**src/rtl/edge_threshold_map.sv**
```systemverilog
// Edge-map thresholding stage: converts each convolved RGB pixel to luma,
// compares it against a per-pixel threshold, blanks the frame border
// (kernel halo), and emits an all-ones / all-zeros word per pixel.
// It also counts edge pixels per frame and flags the frame's last pixel.
// Output path: one output register plus one skid entry, so x_ready is
// driven by a flop and never depends combinationally on y_ready.
module edge_threshold_map #(
    parameter int W      = 30,
    parameter int WIDTH  = 320,
    parameter int HEIGHT = 240,
    parameter int BORDER = 2
) (
    input  logic         clk,
    input  logic         reset,
    input  logic [W-1:0] x_data,
    input  logic         x_valid,
    output logic         x_ready,
    output logic [W-1:0] y_data,
    output logic         y_valid,
    input  logic         y_ready,
    input  logic [7:0]   threshold,
    output logic         frame_done,
    output logic [16:0]  edge_count
);

    localparam int CW = (WIDTH  > 1) ? $clog2(WIDTH)  : 1;
    localparam int RW = (HEIGHT > 1) ? $clog2(HEIGHT) : 1;

    logic [CW-1:0] col;
    logic [RW-1:0] row;
    logic [16:0]   run_count;

    logic          xfer;
    logic          col_last;
    logic          row_last;
    logic          last_pixel;
    logic [7:0]    r;
    logic [7:0]    g;
    logic [7:0]    b;
    logic [9:0]    luma_sum;
    logic [7:0]    luma;
    logic          in_border;
    logic          is_edge;
    logic [W-1:0]  result;

    logic          skid_full;
    logic [W-1:0]  skid_data;

    // The two low bits of each 10-bit colour channel do not contribute to luma.
    logic          pix_unused;
    assign pix_unused = ^{x_data[21:20], x_data[11:10], x_data[1:0]};

    assign x_ready    = !skid_full;
    assign xfer       = x_valid && x_ready;
    assign col_last   = (col == CW'(WIDTH - 1));
    assign row_last   = (row == RW'(HEIGHT - 1));
    assign last_pixel = col_last && row_last;

    // Luma, border test and edge decision for the pixel currently on x.
    always_comb begin
        r         = x_data[29:22];
        g         = x_data[19:12];
        b         = x_data[9:2];
        luma_sum  = {2'b00, r} + {1'b0, g, 1'b0} + {2'b00, b};
        luma      = luma_sum[9:2];
        in_border = (col < CW'(BORDER)) || (col >= CW'(WIDTH - BORDER)) ||
                    (row < RW'(BORDER)) || (row >= RW'(HEIGHT - BORDER));
        is_edge   = (luma >= threshold) && !in_border;
        result    = is_edge ? {W{1'b1}} : {W{1'b0}};
    end

    // Pixel position, per-frame edge tally and the end-of-frame pulse.
    always_ff @(posedge clk) begin
        if (reset) begin
            col        <= '0;
            row        <= '0;
            run_count  <= '0;
            edge_count <= '0;
            frame_done <= 1'b0;
        end else begin
            frame_done <= 1'b0;
            if (xfer) begin
                if (col_last) begin
                    col <= '0;
                    row <= row_last ? '0 : row + 1'b1;
                end else begin
                    col <= col + 1'b1;
                end
                if (last_pixel) begin
                    edge_count <= run_count + 17'(is_edge);
                    run_count  <= '0;
                    frame_done <= 1'b1;
                end else begin
                    run_count  <= run_count + 17'(is_edge);
                end
            end
        end
    end

    // Output register with skid entry; a transfer only reaches the skid when
    // the output register is occupied and stalled, so skid_full blocks input.
    always_ff @(posedge clk) begin
        if (reset) begin
            y_valid   <= 1'b0;
            y_data    <= '0;
            skid_full <= 1'b0;
            skid_data <= '0;
        end else if (xfer) begin
            if (!y_valid || y_ready) begin
                y_valid <= 1'b1;
                y_data  <= result;
            end else begin
                skid_full <= 1'b1;
                skid_data <= result;
            end
        end else if (y_valid && y_ready) begin
            if (skid_full) begin
                y_data    <= skid_data;
                skid_full <= 1'b0;
            end else begin
                y_valid <= 1'b0;
            end
        end
    end

endmodule

```
**config.mk**
```make
export PLATFORM = sky130hd
export DESIGN_NAME = edge_threshold_map
export DESIGN_NICKNAME = d
export VERILOG_FILES = /design/src/rtl/edge_threshold_map.sv
export SDC_FILE = /design/constraint.sdc
export NUM_CORES = 1
export LEC_CHECK = 0
export ABC_AREA = 1
export CAP_MARGIN = 0
export CORE_MARGIN = 3
export CORE_UTILIZATION = 50
export CTS_BUF_LIST = sky130_fd_sc_hd__clkbuf_4 sky130_fd_sc_hd__clkbuf_8 sky130_fd_sc_hd__clkbuf_16
export CTS_CLUSTER_DIAMETER = 40
export DETAILED_ROUTE_END_ITERATION = 16
export GPL_TIMING_DRIVEN = 0
export PLACE_DENSITY = 0.81
export SLEW_MARGIN = 15
export SYNTH_ARGS = -nofsm -noshare
export SYNTH_HDL_FRONTEND = slang
export SYNTH_SLANG_ARGS = --single-unit
```
**constraint.sdc**
```tcl
create_clock -name clk -period 5.4 [get_ports clk]
set_clock_uncertainty 0.05 [all_clocks]
set_input_delay 1.35 -clock clk [delete_from_list [all_inputs] [get_ports clk]]
set_output_delay 1.35 -clock clk [all_outputs]
set_load 0.05 [all_outputs]
```
### Word-level counts from Yosys, hierarchy flattened

Index checks and enable logic that the tools add are counted.

| cells by class | value |
|---|---|
| add/sub/neg operators | 5 |
| reduce and logical (&&, ||, !) cells | 20 |
| magnitude comparators | 5 |
| bitwise logic cells | 2 |
| eq/ne operators | 5 |
| muxes and demuxes | 16 |

Operators with widths:

| cell | count |
|---|---|
| 30-bit two-way mux | 5 |
| 17-bit by 1-bit adder with 17-bit output | 1 |
| 17-bit two-way mux | 1 |
| 10-bit by 8-bit adder with 10-bit output | 1 |
| 8-bit by 9-bit adder with 10-bit output | 1 |
| 9-bit by 1-bit adder with 9-bit output, second input constant | 1 |
| 9-bit == test, second input constant | 1 |
| 9-bit >= comparator, second input constant | 1 |
| 9-bit by 2-bit less-than comparator with 1-bit output, second input constant | 1 |
| 9-bit two-way mux | 1 |
| 8-bit by 1-bit adder with 8-bit output, second input constant | 1 |
| 8-bit == test, second input constant | 1 |
| 8-bit >= comparator | 1 |
| 8-bit >= comparator, second input constant | 1 |
| 8-bit by 2-bit less-than comparator with 1-bit output, second input constant | 1 |
| 1-bit two-way mux | 8 |
| 8-bit two-way mux | 1 |
| 2-bit AND reduction | 4 |
| 3-bit AND reduction | 2 |
| 1-bit logical AND | 4 |
| 1-bit logical OR | 4 |
| 2-bit inequality test, second input constant | 2 |
| 2-bit nonzero test | 2 |
| 1-bit zero test | 3 |
| 3 further kinds | 4 |

| word-level totals | value |
|---|---|
| output and inout bits | 50 |
| register bits | 114 |
| input bits | 42 |

### Logic depth before layout (Yosys ltp)

Gate-level depths: netlist of the first run.

| depth | value |
|---|---|
| word-level depth | 9 |
| mapped depth | 29 |

### Worst setup path before layout of the first run

No wires, ideal clock.

| path | value |
|---|---|
| path kind | input to register |
| start point | input x_data[7] |
| end point | register run_count[16] |
| path buffers | 0 |
| data arrival time | 4.602 ns |
| path slack | 0.616 ns |
| cell stages on the path | 24 |
| required time | 5.218 ns |
| setup time | 0.132 ns |
| cell sequence | fa_1 > ha_1 > a21oi_1 > nor2_1 > a211oi_1 > nand3_1 > nand2_1 > inv_1 > ha_1 > nand2_1 > nor2_1 > nand4_1 > nand3_1 > nand2_1 > inv_1 > ha_1 > ha_1 > nand2_1 > nor2_1 > nand2_1 > o21ai_0 > nand2_1 > nand2_1 > a21oi_1 |

| on the way | value |
|---|---|
| longest elaborated chain between the ends | 5 |

Ends and longest elaborated chain:

| element | RTL line | text |
|---|---|---|
| start, declared | 15 | `input logic [W-1:0] x_data,` |
| 10-bit by 8-bit adder with 10-bit output | 64 | `luma_sum = {2'b00, r} + {1'b0, g, 1'b0} + {2'b00, b};` |
| 8-bit >= comparator | 68 | `is_edge = (luma >= threshold) && !in_border;` |
| 1-bit logical AND | 68 |  |
| named net is_edge | 43 | `logic is_edge;` |
| 17-bit by 1-bit adder with 17-bit output | 94 | `run_count <= run_count + 17'(is_edge);` |
| 17-bit two-way mux | 89 | `if (last_pixel) begin` |
| end signal, assigned | 94 |  |
| end, declared | 31 | `logic [16:0] run_count;` |

The timed path passes the listed nets, and every way through them passes these cells.
A chain may end at the register's enable or synchronous reset.

### Final worst setup path of the first run

| path | value |
|---|---|
| start point | input x_data[7] |
| end point | register run_count[6] |

The elaborated chain is that of the path after synthesis.

==> results.json, run 1 <==
{
  "io_buffer_count": 84,
  "antenna_found_initial": 0,
  "seq_area_frac_synth": 0.308,
  "cts_max_level": 2,
  "routed_wirelength_mm": 8.65,
  "ys_async_sr_fraction": 0,
  "synth_seq_cells": 56,
  "route.detailed.drc": 0,
  "grt_pass1_wl_mm": 14.5,
  "grt_pass1_vias": 3286,
  "worst-path-buf-inv": 4,
  "dieArea_um2": 8340,
  "drt_iter0_drc": 272,
  "yosys-top-cells-area": "dfxtp_1 (31%), nand2_1 (17%), inv_1 (6.6%), ha_1 (6.5%), buf_4 (6.0%)",
  "finalSetupViolations": 0,
  "ant_nets": 0,
  "worstPathMaxFanout": 5,
  "die_h_um": 91.3,
  "crit_path_frequent_cell": "nand2_1",
  "dp_hpwl_mm": 6.71,
  "clkTransAtPathRegs_ps": 90,
  "synth_ff_type": "dfxtp_1",
  "die_w_um": 91.3,
  "synth.most_common_cell": "nand2_1",
  "ys_top_cells_by_count": "nand2_1 (169), inv_1 (64), dfxtp_1 (56)",
  "wl_per_cell_um": 12.1,
  "cts-root-buf": "clkbuf_8",
  "netlist_area_um2": 3640,
  "grt.busiest_layer": "met2",
  "synth_nets": 597,
  "place_inst": 708,
  "fin_crit_sh": 0.950,
  "fp-row-count": 30,
  "clock_sinks": 56,
  "min_path_type": "flop to flop",
  "numCtsBuffers": 5,
  "maxCapViolCount": 0,
  "syn_area_per_cell_um2": 6.89,
  "finalHoldViolCount": 0,
  "p_leak_nw": 2.12,
  "fin_cells": 716,
  "crit_family": "adder cells",
  "crit_required_ps": 5590,
  "drive_gt1_frac": 0.115,
  "grt_use_met1": 0.260,
  "tightest_slew_ps": 969,
  "ir_worst_vdd_mv": 0.115,
  "via_count": 3567,
  "io_pins": 92,
  "startpoint_type": "input port",
  "synth_top_area_share": 0.308,
  "met3_usage": 0.0323,
  "antenna_cells": 0,
  "drt_first_pass_iters": 5,
  "holdWs_ps": 398,
  "crit_type": "input port to flop",
  "areaGrowthSynthToFinish_pct": 31.5,
  "via_per_inst": 4.98,
  "slowest_delay_ps": 480,
  "grtUsageMet2": 0.366,
  "final.setup.worst_slack_ps": 272,
  "cts_tree": "done",
  "pre_cts_slack_ps": -401,
  "fmax_mhz": 195,
  "outcome": "completed",
  "total_power_mw": 1.03,
  "grtUsageTotal": 0.208,
  "power.density_nw_per_um2": 216,
  "core_area_um2": 6940,
  "slew_headroom": 0.353,
  "syn-instance-count": 528,
  "place_congestion": 0.918,
  "synth_warnings": 0,
  "gr-total-overflow": 0,
  "grt_max_degree": 32,
  "end_kind": "flop",
  "clk_latency_ps": 320,
  "cts_setup_buffers": 0,
  "yosys.area.top_type": "dfxtp_1",
  "synth_cell_types": 34,
  "period_needed_ps": 5130,
  "nets": 688,
  "critPathSlowestCell": "fa_1",
  "synth_edf_count": 0,
  "crit_arrival_ps": 5320,
  "drv_slew": 0,
  "cts_buffer_depth": 2,
  "start_util": 0.524
}
[final cells by class]
cell class              instances  area (um2)
inverters                      68         255
repair buffers                 84         841
flip-flops and latches         56        1120
fillers                       572        2160
clock inverters                 2        35.0
multi-input cells             367        2070
well taps                      96         120
plain buffers                  37         269
clock buffers                   6        76.3
[cells in the final DEF (no fill, tap or decap), types with 2 or more instances in the layout]
master / count
a211oi_1: 2
a21o_1: 2
a21oi_1: 34
a21oi_2: 2
a31oi_1: 2
buf_2: 2
buf_4: 29
clkbuf_1: 3
clkbuf_8: 5
clkdlybuf4s50_1: 84
dfxtp_1: 56
fa_1: 7
ha_1: 17
ha_4: 2
inv_1: 63
inv_2: 5
nand2_1: 168
nand2_2: 4
nand3_1: 18
nand3_2: 2
nand4_1: 14
nor2_1: 39
nor2_2: 5
nor2_4: 3
nor3_1: 10
o21ai_0: 10
o21ai_1: 2
xnor2_1: 4
xor2_1: 10
[what timing repair did]
item | 4_1_cts | 5_1_grt
resized for setup | 1 | 18
endpoints found under the setup margin | 4 | 15
hold buffers | 0 | 0
pin swaps | 0 | 3
cloned | 0 | 0
[power by group]
part	internal, mW	switching [mW]
combinational	0.141	0.188
clock	0.143	0.138
sequential	0.416	0.00663
total	0.700	0.333
[per-stage QoR]
step            util  cell area (um2)  setup TNS, ps
2_1_floorplan      -             3640              0
3_3_place_gp   0.663             4600          -2140
3_5_place_dp   0.663             4600          -3270
4_1_cts        0.679             4710              0
5_1_grt        0.689             4790          -78.8
6_report       0.689             4790              0
[final timing paths]
| kind | from | end | slack (ps) | cells after the start |
|---|---|---|---|---|
| worst max-delay path | x_data[7] | run_count[6] | 270 | 25 |
| worst min-delay path | edge_count[3] | edge_count[3] | 400 | 2 |
| worst max register to register | row[4] | run_count[6] | 2950 | 17 |
| worst min register to register | edge_count[3] | edge_count[3] | 400 | 2 |
[per-layer routing]
layer | vias to the layer above | share of wire
met2 | 118 | 0.49
li1 | 1824 | -
met3 | 19 | 0.059
met4 | 0 | 0.016
met5 | - | 0
met1 | 1606 | 0.43
[cells by family (layout without fill, tap and decap cells)]
group,Yosys count,after routing,synth area share
adders and majority gates,27,27,0.109
AOI/OAI and AO/OA,56,56,0.0818
buffers and inverters,105,197,0.144
xor gates and xnor gates,15,15,0.0361
DFF,56,56,0.308
and+or+nand+nor,269,269,0.321
[state kept, by name (all words and copies together) (netlist names)]
signal      flops
edge_count     17
y_data          1
skid_full       1
col             9
run_count      17
row             8
skid_data       1
frame_done      1
y_valid         1
[worst min-delay path: stages (launching register included)]
cell	delay [ps]
dfxtp_1	320
nand2_1	60
nand2_1	40
Power figures use the tool's default switching activity.
==> run 2: changes to the inputs <==
--- a/config.mk
+++ b/config.mk
@@ -14,7 +14,7 @@
 export DETAILED_ROUTE_END_ITERATION = 16
 export GPL_TIMING_DRIVEN = 0
 export PLACE_DENSITY = 0.81
-export SLEW_MARGIN = 15
+export SLEW_MARGIN = 20
 export SYNTH_ARGS = -nofsm -noshare
 export SYNTH_HDL_FRONTEND = slang
 export SYNTH_SLANG_ARGS = --single-unit
==> results of run 2 <==
The final DEF is identical to that of run 1; final timing and power are the same.
